===== src/rtl/rsa_op_scheduler.sv =====
// rsa_op_scheduler: runs RSA key generation (public-key generator, then
// private-key generator), latches e, d and n, and shares one mod-exp engine
// between an encrypt and a decrypt requester with round-robin arbitration.
//
// Optional watchdog: define RSA_SCHED_TIMEOUT_EN to bound every *_WAIT state
// by TIMEOUT_CYCLES. Without it, waits are unbounded and err_timeout is 0.
//
// state          | meaning
// ---------------+------------------------------------------------------
// IDLE           | no valid keys, waiting for keygen_req
// READY          | keys valid, arbitrating enc/dec requests
// KG_PUB_START   | pub_start pulse
// KG_PUB_SETTLE  | pub_finish ignored (may still be high from last run)
// KG_PUB_WAIT    | waiting for pub_finish, then latch e
// KG_PRIV_START  | priv_start and pub_start pulse
// KG_PRIV_SETTLE | priv_fin ignored (may still be high from last run)
// KG_PRIV_WAIT   | waiting for priv_fin, then latch d and n
// OP_START       | eng_start and grant pulse
// OP_SETTLE      | eng_finished ignored (may still be high from last op)
// OP_WAIT        | waiting for eng_finished, then capture result
// RSP            | rsp_valid held until rsp_ready
module rsa_op_scheduler #(
    parameter int TIMEOUT_CYCLES = 4095
) (
    input  logic        clk,
    input  logic        rst_n,
    input  logic        keygen_req,
    output logic        pub_start,
    input  logic        pub_finish,
    output logic        priv_start,
    input  logic        priv_fin,
    input  logic [7:0]  public_key,
    input  logic [15:0] private_key,
    input  logic [15:0] n,
    output logic        keys_valid,
    input  logic        enc_req,
    input  logic        dec_req,
    input  logic [15:0] enc_data,
    input  logic [15:0] dec_data,
    output logic        enc_gnt,
    output logic        dec_gnt,
    output logic        eng_start,
    output logic [15:0] eng_msg,
    output logic [15:0] eng_exp,
    output logic [15:0] eng_mod,
    input  logic        eng_finished,
    input  logic [15:0] eng_result,
    output logic        rsp_valid,
    input  logic        rsp_ready,
    output logic [15:0] rsp_data,
    output logic        rsp_id,
    output logic        busy,
    output logic        err_timeout
);

    typedef enum logic [3:0] {
        IDLE,
        READY,
        KG_PUB_START,
        KG_PUB_SETTLE,
        KG_PUB_WAIT,
        KG_PRIV_START,
        KG_PRIV_SETTLE,
        KG_PRIV_WAIT,
        OP_START,
        OP_SETTLE,
        OP_WAIT,
        RSP
    } state_t;

    state_t      state, state_next;
    logic        kg_launch;
    logic        do_grant;
    logic        pick_dec;
    logic        wait_expired;
    logic        rr_dec;
    logic [7:0]  e_key;
    logic [15:0] d_key;
    logic [15:0] n_key;

    // state register
    always_ff @(posedge clk) begin
        if (!rst_n) begin
            state <= IDLE;
        end else begin
            state <= state_next;
        end
    end

    // next-state decode, arbitration and keygen launch
    always_comb begin
        state_next = state;
        kg_launch  = 1'b0;
        do_grant   = 1'b0;
        pick_dec   = 1'b0;
        case (state)
            IDLE: begin
                if (keygen_req) begin
                    state_next = KG_PUB_START;
                    kg_launch  = 1'b1;
                end
            end
            READY: begin
                if (keygen_req) begin
                    state_next = KG_PUB_START;
                    kg_launch  = 1'b1;
                end else if (enc_req || dec_req) begin
                    state_next = OP_START;
                    do_grant   = 1'b1;
                    pick_dec   = dec_req && (!enc_req || rr_dec);
                end
            end
            KG_PUB_START:   state_next = KG_PUB_SETTLE;
            KG_PUB_SETTLE:  state_next = KG_PUB_WAIT;
            KG_PUB_WAIT: begin
                if (pub_finish) begin
                    state_next = KG_PRIV_START;
                end else if (wait_expired) begin
                    state_next = IDLE;
                end
            end
            KG_PRIV_START:  state_next = KG_PRIV_SETTLE;
            KG_PRIV_SETTLE: state_next = KG_PRIV_WAIT;
            KG_PRIV_WAIT: begin
                if (priv_fin) begin
                    state_next = READY;
                end else if (wait_expired) begin
                    state_next = IDLE;
                end
            end
            OP_START:       state_next = OP_SETTLE;
            OP_SETTLE:      state_next = OP_WAIT;
            OP_WAIT: begin
                if (eng_finished || wait_expired) begin
                    state_next = RSP;
                end
            end
            RSP: begin
                if (rsp_ready) begin
                    state_next = READY;
                end
            end
            default:        state_next = IDLE;
        endcase
    end

    // registered strobes and status, decoded from the state being entered
    always_ff @(posedge clk) begin
        if (!rst_n) begin
            pub_start  <= 1'b0;
            priv_start <= 1'b0;
            eng_start  <= 1'b0;
            enc_gnt    <= 1'b0;
            dec_gnt    <= 1'b0;
            rsp_valid  <= 1'b0;
            busy       <= 1'b0;
        end else begin
            pub_start  <= (state_next == KG_PUB_START) || (state_next == KG_PRIV_START);
            priv_start <= (state_next == KG_PRIV_START);
            eng_start  <= (state_next == OP_START);
            enc_gnt    <= do_grant && !pick_dec;
            dec_gnt    <= do_grant && pick_dec;
            rsp_valid  <= (state_next == RSP);
            busy       <= (state_next != IDLE) && (state_next != READY);
        end
    end

    // key latches, engine operands, round-robin pointer and response capture
    always_ff @(posedge clk) begin
        if (!rst_n) begin
            keys_valid <= 1'b0;
            e_key      <= '0;
            d_key      <= '0;
            n_key      <= '0;
            eng_msg    <= '0;
            eng_exp    <= '0;
            eng_mod    <= '0;
            rsp_id     <= 1'b0;
            rsp_data   <= '0;
            rr_dec     <= 1'b0;
        end else begin
            if (kg_launch) begin
                keys_valid <= 1'b0;
            end
            if (state == KG_PUB_WAIT && pub_finish) begin
                e_key <= public_key;
            end
            if (state == KG_PRIV_WAIT && priv_fin) begin
                d_key      <= private_key;
                n_key      <= n;
                keys_valid <= 1'b1;
            end
            if (do_grant) begin
                eng_msg <= pick_dec ? dec_data : enc_data;
                eng_exp <= pick_dec ? d_key : {8'h00, e_key};
                eng_mod <= n_key;
                rsp_id  <= pick_dec;
                rr_dec  <= !pick_dec;
            end
            if (state == OP_WAIT) begin
                if (eng_finished) begin
                    rsp_data <= eng_result;
                end else if (wait_expired) begin
                    rsp_data <= '0;
                end
            end
        end
    end

`ifdef RSA_SCHED_TIMEOUT_EN
    logic [15:0] wait_cnt;
    logic        in_wait;
    logic        timeout_fire;

    assign in_wait      = (state == KG_PUB_WAIT) || (state == KG_PRIV_WAIT) || (state == OP_WAIT);
    assign wait_expired = in_wait && (wait_cnt == 16'(TIMEOUT_CYCLES - 1));
    assign timeout_fire = wait_expired &&
                          !((state == KG_PUB_WAIT  && pub_finish) ||
                            (state == KG_PRIV_WAIT && priv_fin)   ||
                            (state == OP_WAIT      && eng_finished));

    // wait counter; any state change restarts it so each wait counts from zero
    always_ff @(posedge clk) begin
        if (!rst_n) begin
            wait_cnt <= '0;
        end else if (state_next != state) begin
            wait_cnt <= '0;
        end else if (in_wait) begin
            wait_cnt <= wait_cnt + 16'd1;
        end
    end

    // sticky watchdog flag, cleared only by reset or a new keygen
    always_ff @(posedge clk) begin
        if (!rst_n) begin
            err_timeout <= 1'b0;
        end else if (kg_launch) begin
            err_timeout <= 1'b0;
        end else if (timeout_fire) begin
            err_timeout <= 1'b1;
        end
    end
`else
    assign wait_expired = 1'b0;
    assign err_timeout  = 1'b0;
`endif

endmodule

===== config.mk =====
export PLATFORM = sky130hd
export DESIGN_NAME = rsa_op_scheduler
export DESIGN_NICKNAME = d
export VERILOG_FILES = /design/src/rtl/rsa_op_scheduler.sv
export SDC_FILE = /design/constraint.sdc
export NUM_CORES = 1
export LEC_CHECK = 0
export ABC_AREA = 0
export BUFFER_PORTS_ARGS = -buffer_cell sky130_fd_sc_hd__clkbuf_2
export CORE_UTILIZATION = 30
export CTS_BUF_LIST = sky130_fd_sc_hd__clkbuf_4 sky130_fd_sc_hd__clkbuf_8
export CTS_CLUSTER_DIAMETER = 150
export CTS_CLUSTER_SIZE = 8
export DETAILED_ROUTE_END_ITERATION = 10
export SYNTH_ARGS = -nofsm -noshare
export SYNTH_HDL_FRONTEND = slang
export SYNTH_SLANG_ARGS = --single-unit

===== constraint.sdc =====
create_clock -name clk -period 2.6 [get_ports clk]
set_clock_uncertainty 0.2 [all_clocks]
set_input_delay 0 -clock clk [delete_from_list [all_inputs] [get_ports clk]]
set_output_delay 0 -clock clk [all_outputs]
set_load 0.01 [all_outputs]

==> run metrics <==
run status finished, final reports clean; Seq pwr share approximately 48%; total power about 3.9 mW; Power Density approximately 570 mW/mm^2; root buf cell clkbuf_8; ANT nets after route 0; Net Switching approximately 0.93 mW; DIE HEIGHT roughly 120 um; first-pass GRT wire length slightly below 20000 um; Fmax about 410 MHz; PortBufs about 170; ANT cells 0; Comb power frac approximately a tenth; synthesized cell area roughly 0.0043 sq mm; Vias/cell between 4 and 5; Clock transition at path regs 70 ps; syn_area_per_cell 9.41 sq um; CTS max path bufs 2; reg2reg end busy; Row Count 43; average wire per standard cell approximately 14 um; most numerous cell in the Yosys netlist dfxtp_1; DR iter-0 viols ~170; Post-synth EDFFs 0; crit path launch type register; instance area at placement 0.00528 sq mm; vias in the first global route approximately 4.1k; CP peak stage delay around 560 ps; Starting Density between 30% and 40%; Final HPWL DP approximately 7600 um; layout cells sized above 1 29.4%; max-slew violation count 0; post-synth cell types 38; Worst Setup Path Type reg -> reg; cells after synthesis 460; setup TNS 0 ps; largest area contributor in the netlist dfxtp_1; Final WS setup 184 ps; DIE AREA ~0.015 sq mm; Max stage delay cell, worst path dlygate4sd3_1; most common library cells after synthesis 118 x dfxtp_1, 100 x nand2_1, 50 x a21oi_1; RSZ-0062 raised after global routing no; CP required 2780 ps; internal power about 3 mW; Post-Layout Cell Count roughly 930; Routed WL roughly 13000 um; CTS Sinks roughly 120; CTS tree yes; post-synthesis net count between 500 and 600; switching share of power about a quarter; final hold violations 0; DR DRC count 0; minimum clock period approximately 2400 ps; CP Capture Type register; crit-path max FO 17; CP arrival 2590 ps; Seq/Total Area, Yosys between 50% and 60%; HP Class in -> reg; synth top area cells dfxtp_1 55%, nand2_1 8.7%, a21oi_1 5.8%, a221o_1 5.6%, mux2i_1 5.6%; CP Cell Sequence nor4b_4, nor3b_4, buf_8, o21bai_1, a31oi_1, dlygate4sd3_1; Slew @ Worst Pin just under 900 ps; delay-heaviest family, CP buffers and inverters; final instance area about 0.0068 sq mm; Clk Latency, worst-skew pair ~440 ps; Final Cycle Share 92.9%; MaxCap Viol Count 0; GP Congestion about 0.77; global route overflow 0; largest net degree at the start of global routing between 70 and 80; initial antenna violation count 0; Slew HR about 42%; Ys Warns 0; #FFs+latches synth ~120; Post-synth top flop dfxtp_1; reg2reg setup slack approximately 180 ps; Crit path depth 6; R2R depth 6; Core Area between 0.01 and 0.015 sq mm; Synth-to-Final Area Change 57.5%; CP Buf/Inv Count 2; Critical Path End busy; Total GRT Usage around 17%; Pre-antenna DRT Iters 4; post-synth top area share between 50% and 60%; Vias 4251; # setup viols final 0; I/O pin cnt ~170; FF-to-FF Start state[3]; H-tree levels 4; worst vdd ir between 0.3 and 0.4 mV; Post-Place Setup Slack approximately 480 ps; leakage 2.88 nW; Die Span X between 100 and 150 um; placed cells about 800; total CTS buffers 17; Layout Nets 830; Async S/R FF share, synth 0%; Critical path origin state[3]; Clk network pwr share approximately 42%
## cell families (layout without fill, tap and decap cells)
family / after synthesis / count (layout) / share of synthesized area, %
flops: 118 / 118 / 54.6
compound gates: 96 / 96 / 15.4
simple gates: 181 / 181 / 19.6
other cells: 1 / 1 / 0.0866
buf+inv: 40 / 326 / 4.74
mux: 24 / 24 / 5.55
## routing by layer
| metal | GRT usage, % | wire [um] | vias up |
|---|---|---|---|
| li1 | - | - | 2118 |
| met1 | 17.9 | 5220 | 1985 |
| met2 | 31.4 | 6430 | 137 |
| met3 | 5.29 | 811 | 11 |
| met4 | 6.63 | 173 | 0 |
| met5 | 0 | 0 | - |
## repair_timing
item,4_1_cts,5_1_grt
resized for setup,0,6
setup endpoints to repair,0,7
setup buffers,0,1
hold buffers,112,0
endpoints found under the hold margin,86,0
## worst min-delay path by stage
| stage | depth (start not counted) | slack (ps) | to | start |
|---|---|---|---|---|
| after floorplan | 1 | -80 | pub_start | rst_n |
| after global placement | 3 | 20 | rsp_data[7] | eng_result[7] |
| after detailed placement | 2 | 30 | eng_msg[11] | dec_data[11] |
| after CTS | 5 | 4 | eng_start | eng_finished |
| after global routing | 4 | 60 | state[3] | enc_req |
| final | 4 | 40 | rsp_data[15] | eng_finished |
## tightest hold or removal path, stage by stage
cell,delay [ps]
clkbuf_2,100
and3_1,330
nand2_1,140
a21oi_1,50
## sequential cells by signal (all words and copies together) (netlist names), 4 cells and up
name / cells
state: 4
e_key: 8
eng_msg: 16
eng_mod: 16
eng_exp: 16
rsp_data: 16
n_key: 16
d_key: 16
## area by class of cell
type                            instances  area [sq um]
Timing Repair Buffer                  290          2040
Inverter                                4          15.0
Clock inverter                         13           131
Tap cell                              180           225
Clock buffer                           19           262
Fill cell                            1319          7170
Multi-Input combinational cell        302          1770
Sequential cell                       118          2370
## power groups by stage
| stage | clock [mW] | sequential [mW] | combinational [mW] |
|---|---|---|---|
| finish | 1.63 | 1.86 | 0.387 |
| global route | 1.76 | 1.87 | 0.419 |
| CTS | 1.69 | 1.86 | 0.376 |
| detailed placement | 0 | 1.90 | 0.248 |
| global placement | 0 | 1.90 | 0.245 |
| floorplan | 0 | 1.89 | 0.141 |
## metrics by stage
stage	hold WS, ps	utilization (%)
6_report	36.5	48.7
5_1_grt	64.0	48.7
4_1_cts	3.80	48.6
3_5_place_dp	27.7	37.7
3_3_place_gp	23.4	37.7
2_1_floorplan	-82.2	-
## cell usage in the layout (no fill, tap or decap), drive strengths merged, types with 5 or more instances in the layout
cell type and instances:
a21oi 50, a221o 24, a22o 9, and2 26, buf 9, clkbuf 188
clkinv 6, clkinvlp 5, dfxtp 118, dlygate4sd3 112, mux2i 24, nand2 100
nor2 31, nor2b 5
No activity file was read; power rests on OpenSTA's default activity.
